**config.mk**
```make
export PLATFORM = sky130hd
export DESIGN_NAME = i8284_gen
export DESIGN_NICKNAME = d
export VERILOG_FILES = /design/src/rtl/i8284_gen.sv
export SDC_FILE = /design/constraint.sdc
export NUM_CORES = 1
export LEC_CHECK = 0
export CAP_MARGIN = 10
export CORE_AREA = 5 5 42 44
export CTS_CLUSTER_DIAMETER = 30
export CTS_CLUSTER_SIZE = 16
export DETAILED_ROUTE_END_ITERATION = 8
export DIE_AREA = 0 0 47 49
export PLACE_DENSITY = 0.72
export REMOVE_ABC_BUFFERS = 1
export SYNTH_ARGS = -nofsm -noshare
export SYNTH_HDL_FRONTEND = slang
export SYNTH_SLANG_ARGS = --single-unit
```
**constraint.sdc**
```tcl
create_clock -name CLK_IN -period 1.3 [get_ports CLK_IN]
set_input_delay 0.26 -clock CLK_IN [delete_from_list [all_inputs] [get_ports CLK_IN]]
set_output_delay 0.26 -clock CLK_IN [all_outputs]
set_load 0.01 [all_outputs]
```
**src/rtl/i8284_gen.sv**
```systemverilog
// Clock, reset and ready generator for the i8088 breadboard: divided CPU clock,
// half-rate peripheral clock, CLK_OUT-aligned reset stretcher and READY synchroniser.
module i8284_gen #(
    parameter int DIV      = 3,
    parameter int HIGH_CYC = 1,
    parameter int RST_CLKS = 4
) (
    input  logic CLK_IN,
    input  logic RST,
    input  logic RESN,
    input  logic RDY1,
    input  logic RDY2,
    input  logic AEN1N,
    input  logic AEN2N,
    input  logic ASYNCN,
    output logic CLK_OUT,
    output logic PCLK,
    output logic CLK_STB,
    output logic RESET,
    output logic READY,
    output logic DBG_STATE
);

    localparam int PW = (DIV > 1) ? $clog2(DIV) : 1;
    localparam int CW = (RST_CLKS > 1) ? $clog2(RST_CLKS) : 1;
    localparam logic [PW-1:0] PH_LAST = PW'(DIV - 1);
    localparam logic [PW-1:0] PH_FALL = PW'(HIGH_CYC - 1);
    localparam logic [PW-1:0] PH_HIGH = PW'(HIGH_CYC);
    localparam logic [CW-1:0] CNT_MAX = CW'(RST_CLKS - 1);

    typedef enum logic {
        ST_IDLE   = 1'b0,
        ST_ACTIVE = 1'b1
    } rst_state_t;

    logic [PW-1:0] phase;
    logic [PW-1:0] phase_nxt;
    logic          tick;
    logic          fall_edge;
    logic          resn_a;
    logic          resn_s;
    rst_state_t    state;
    logic [CW-1:0] cnt;
    logic          req;
    logic          s1;
    logic          s2;
    logic          ready_sel;

    assign tick      = (phase == PH_LAST);
    assign fall_edge = (phase == PH_FALL);
    assign phase_nxt = tick ? '0 : phase + PW'(1);

    // Outputs are decoded from the next phase so they change in lockstep with it.
    always_ff @(posedge CLK_IN) begin
        if (RST) begin
            phase   <= '0;
            CLK_OUT <= 1'b0;
            CLK_STB <= 1'b0;
            PCLK    <= 1'b0;
        end else begin
            phase   <= phase_nxt;
            CLK_OUT <= (phase_nxt < PH_HIGH);
            CLK_STB <= (phase_nxt == '0);
            if (tick) begin
                PCLK <= ~PCLK;
            end
        end
    end

    always_ff @(posedge CLK_IN) begin
        if (RST) begin
            resn_a <= 1'b1;
            resn_s <= 1'b1;
        end else begin
            resn_a <= RESN;
            resn_s <= resn_a;
        end
    end

    assign req = (RDY1 & ~AEN1N) | (RDY2 & ~AEN2N);

    always_ff @(posedge CLK_IN) begin
        if (RST) begin
            s1 <= 1'b0;
            s2 <= 1'b0;
        end else begin
            if (tick) begin
                s1 <= req;
            end
            if (fall_edge) begin
                s2 <= s1;
            end
        end
    end

    assign ready_sel = ASYNCN ? s1 : s2;

    // READY is gated by the RESET value written on the same edge, so it is
    // never high in a cycle where RESET is high.
    always_ff @(posedge CLK_IN) begin
        if (RST) begin
            state <= ST_ACTIVE;
            cnt   <= '0;
            RESET <= 1'b1;
            READY <= 1'b0;
        end else begin
            case (state)
                ST_IDLE: begin
                    if (!resn_s) begin
                        state <= ST_ACTIVE;
                        cnt   <= '0;
                        RESET <= 1'b1;
                        READY <= 1'b0;
                    end else begin
                        READY <= ready_sel;
                    end
                end
                ST_ACTIVE: begin
                    READY <= 1'b0;
                    if (tick) begin
                        if (cnt == CNT_MAX && resn_s) begin
                            state <= ST_IDLE;
                            RESET <= 1'b0;
                            READY <= ready_sel;
                        end else if (cnt != CNT_MAX) begin
                            cnt <= cnt + CW'(1);
                        end
                    end
                end
                default: begin
                    state <= ST_ACTIVE;
                    cnt   <= '0;
                    RESET <= 1'b1;
                    READY <= 1'b0;
                end
            endcase
        end
    end

    assign DBG_STATE = (state == ST_ACTIVE);

endmodule

```
### After elaboration in Yosys (flattened, before gate mapping)

Index checks and enable logic that the tools add are counted.

| word-level totals | value |
|---|---|
| flip-flop bits (word level) | 14 |
| input port bits | 8 |
| output and inout port bits | 6 |

| cells by class | value |
|---|---|
| add/sub/neg operators | 2 |
| $lt $le $gt $ge | 1 |
| equality and inequality tests | 8 |
| mux-type cells | 19 |
| bitwise logic cells | 7 |
| reductions and logical operators | 5 |

Operators with widths:

| kind | number |
|---|---|
| two-way mux 1 bit | 10 |
| two-way mux 2 bit | 5 |
| inequality test 2 bit (second input constant) | 4 |
| one-hot mux 1 bit (2 select lines) | 3 |
| adder 2 x 1 -> 2 bit (second input constant) | 2 |
| == test 2 bit (second input constant) | 2 |
| zero test 2 bit | 2 |
| inequality test 2 x 1 -> 1 bit (second input constant) | 2 |
| NOT 1 bit | 4 |
| one-hot mux 2 bit (2 select lines) | 1 |
| AND reduction 4 bit | 1 |
| AND reduction 3 bit | 1 |
| AND 1 bit | 2 |
| < comparator 2 x 1 -> 1 bit (second input constant) | 1 |
| logical AND 1 bit | 1 |
| OR 1 bit | 1 |

### Longest topological paths before layout

| logic depth | value |
|---|---|
| depth in word-level cells | 5 |
| mapped depth | 4 |

### Worst setup path before layout

OpenSTA, ideal clock, no wires.

| path | value |
|---|---|
| path type | register -> register |
| start | reg cnt[0] |
| end | reg cnt[0] |
| setup time | 0.065 ns |
| data arrival time | 1.209 ns |
| path slack | 0.026 ns |
| stages on the path, launching flop included | 5 |
| buffers on the path | 0 |
| path through | dfxtp_1 -> ha_1 -> and4bb_1 -> mux2_1 -> nor2_1 |

| on the way | value |
|---|---|
| cells in the longest elaborated chain, start to end | 5 |

Ends and longest elaborated chain:

| element | line | text |
|---|---|---|
| from (decl) | 43 | `logic [CW-1:0] cnt;` |
| from (signal assigned) | 126 | `cnt <= cnt + CW'(1);` |
| adder 2 x 1 -> 2 bit | 126 |  |
| two-way mux 2 bit | 125 | `end else if (cnt != CNT_MAX) begin` |
| two-way mux 2 bit | 121 | `if (cnt == CNT_MAX && resn_s) begin` |
| two-way mux 2 bit | 120 | `if (tick) begin` |
| one-hot mux 2 bit (2 select lines) | 107 | `case (state)` |

Parallel ways exist; a longest one is shown, timed or not. The select of a mux whose other input is x is not followed.
A chain may end at the register's enable or synchronous reset.

### Worst setup path in the final report

Ends and elaborated chain as after synthesis.

==> impl_metrics.json <==
{
  "ios": 14,
  "synthFlopType": "dfxtp_1",
  "totalWireLength_um": 900,
  "crit_buf_inv": 0,
  "numCtsBuffers": 3,
  "whs_ns": 0.422,
  "cp-end-kind": "flop",
  "port_buffers": 13,
  "cts_tree": "yes",
  "dieArea_um2": 2300,
  "seq_area_um2": 264,
  "clock_latency_ns": 0.27,
  "design_area_um2": 698,
  "area_delta_synth_final_pct": 41.3,
  "finalSetupViolCount": 0,
  "htreeDepth": 1,
  "cp_max_fo": 3,
  "power.total_mw": 0.753,
  "fin_worst_skew_ns": 0.00497,
  "status": "finished clean",
  "crit_required_ns": 1.51,
  "worst_slew_pin_slew_ns": 0.257,
  "synth_common_cells": "dfxtp_1 (13), nor2_1 (6)",
  "startpoint_type": "flop",
  "drc": 0,
  "vias": 399,
  "r2r_end": "cnt[0]$_SDFFE_PP0P_",
  "cts-root-buf": "clkbuf_4",
  "synth_edf_count": 0,
  "detail_route.first_pass.iterations": 2,
  "syn_avg_cell_area_um2": 10.3,
  "placed_area_um2": 656,
  "rows": 14,
  "critPathCapture": "cnt[0]$_SDFFE_PP0P_",
  "dp_cells": 78,
  "wl_per_cell_um": 11.0,
  "cts.path.max_buffers": 2,
  "ir_drop_mv": 0.634,
  "finalNetCount": 76,
  "crit_slowest_cell": "dfxtp_2",
  "drv_cap": 0,
  "synth_seq_cells": 13,
  "max_slew_margin_pct": 82.6,
  "yosysTopAreaCellShare_pct": 52.7,
  "ys_async_sr_fraction_pct": 0,
  "cp_slowest_stage_delay_ns": 0.35,
  "synthTopCellsByArea": "dfxtp_1 (53%), nor2_1 (4.6%), and4bb_1 (2.5%)",
  "ant_nets": 0,
  "initial_utilization_pct": 35.3,
  "worst-path-stages": 4,
  "yosysMostFrequentCell": "dfxtp_1",
  "finalWorstSetupSlack_ns": 0.0329,
  "finalWeightedCongestion": 0.690,
  "ys_seq_area_share_pct": 52.7,
  "ys.warnings.count": 0,
  "slew_viol_final": 0,
  "grt_pass1_wl_um": 1550,
  "grt_use_total_pct": 9.26,
  "netlist_area_um2": 494,
  "grt_pass1_vias": 368,
  "crit_chain": "ha_4, and4bb_1, mux2_4, nor2_2",
  "hpwl_um": 670,
  "n_antenna_cell": 0,
  "hold_viol": 0,
  "fillers": 152,
  "core_region_area_um2": 1400,
  "antenna_found_initial": 0,
  "drive_gt1_share_pct": 25.8,
  "dp_slack_ns": -0.0406,
  "fmax_mhz": 789,
  "worstSetupStartpoint": "cnt[0]$_SDFFE_PP0P_",
  "rr_startpoint": "cnt[0]$_SDFFE_PP0P_",
  "grt_max_degree": 16,
  "tns_ns": 0,
  "multiInputGateArea_um2": 238,
  "crit_arrival_ns": 1.48,
  "hp-class": "reg2reg",
  "min_period_ns": 1.27,
  "reg2reg_setup_slack_ns": 0.03,
  "synth_cell_types": 26,
  "netlist_instances": 48,
  "die_y_um": 49,
  "die_w_um": 47,
  "p_per_area_nw_per_um2": 1080,
  "synth_largest_area_cell": "dfxtp_1",
  "clkSinkCount": 13,
  "clk_pin_slew_ns": 0.08,
  "crit_family": "simple AND/OR/NAND/NOR gates",
  "overflow": 0,
  "postLayoutCoreUtil_pct": 49.8,
  "detail_route.vias_per_cell": 4.87,
  "postCtsSetupRepairBufs": 0,
  "r2r_cells": 4,
  "initialDrtViolationCount": 2,
  "rsz0062_at_grt": "yes",
  "crit_type": "reg2reg",
  "layout.cells.non_filler": 82,
  "leakage_nw": 0.275,
  "finalCritPeriodShare_pct": 97.5
}
-- kinds of logic after synthesis --
logic type | synth area share (%)
and+or+nand+nor | 25.6
DFF | 52.7
xor gates and xnor gates | 1.77
AOI/OAI and AO/OA | 10.1
adders and majority gates | 2.53
buffers and inverters | 3.04
muxes | 4.30
-- per-layer routing --
layer / vias up / GRT usage, % / share of wire (%)
met5: - / 0 / 0
met4: 0 / 4.15 / 0
met1: 183 / 10.0 / 41
met3: 0 / 3.32 / 7.0
met2: 10 / 15.4 / 51
li1: 206 / - / -
-- worst min path at each step --
stage                        end  cells after the start               from
4_1_cts        resn_s$_SDFF_PP1_                      1  resn_a$_SDFF_PP1_
3_3_place_gp   resn_s$_SDFF_PP1_                      1  resn_a$_SDFF_PP1_
3_5_place_dp   resn_s$_SDFF_PP1_                      1  resn_a$_SDFF_PP1_
6_report       resn_s$_SDFF_PP1_                      1  resn_a$_SDFF_PP1_
2_1_floorplan    s2$_SDFFE_PP0N_                      1                RST
5_1_grt        resn_s$_SDFF_PP1_                      1  resn_a$_SDFF_PP1_
-- report_power, final --
part,internal (mW),total (mW),switching [mW]
combinational,0.0535,0.0817,0.0282
clock,0.114,0.241,0.127
sequential,0.415,0.431,0.0156
total,0.583,0.753,0.171
-- layout make-up --
type	count	share of cell area, %
Timing Repair Buffer	16	20.8
Multi-Input combinational cell	32	34.1
Sequential cell	13	37.8
Inverter	1	0.538
Clock buffer	3	3.23
Tap cell	16	2.87
Clock inverter	1	0.717
-- timing repair --
action	4_1_cts	5_1_grt
gates cloned	0	0
resized for setup	7	6
setup endpoints to repair	7	2
hold buffers	0	0
pin swaps	1	3
-- registers in the layout (all words and copies together) (netlist names) --
name / flops
DBG_STATE: 1
CLK_OUT: 1
cnt: 2
resn_a: 1
s2: 1
PCLK: 1
resn_s: 1
READY: 1
phase: 2
s1: 1
RESET: 1
-- placed cells by master (no fill, tap or decap) --
cell | synthesis | layout
inv_1 | 1 | 1
and4bb_1 | 1 | 1
o21ai_0 | 2 | 2
dfxtp_2 | 0 | 3
clkdlybuf4s50_1 | 0 | 7
mux2i_1 | 1 | 1
nand3b_1 | 1 | 1
a31oi_1 | 1 | 1
xnor2_1 | 1 | 1
dfxtp_1 | 13 | 10
o41ai_1 | 1 | 1
nor2b_1 | 1 | 1
nand2b_1 | 2 | 2
a21boi_2 | 1 | 1
dlygate4sd2_1 | 0 | 6
buf_4 | 1 | 3
nor2_1 | 6 | 5
clkinv_2 | 0 | 1
nand2_1 | 2 | 2
nor2_2 | 0 | 1
ha_4 | 0 | 1
a21oi_1 | 1 | 1
nor4b_1 | 1 | 1
nor3_1 | 2 | 2
mux2_4 | 0 | 1
a311oi_1 | 1 | 1
or3b_1 | 1 | 1
and2b_4 | 1 | 1
clkbuf_4 | 0 | 3
or2_2 | 2 | 2
nor3b_1 | 1 | 1
-- worst reg2reg max path, delay by kind of cell, from the launching register on --
kind,cells,cell delay (ns)
flops,1,0.35
simple gates,2,0.40
fa+ha+maj,1,0.16
mux,1,0.31
(Power assumes the default switching activity.)
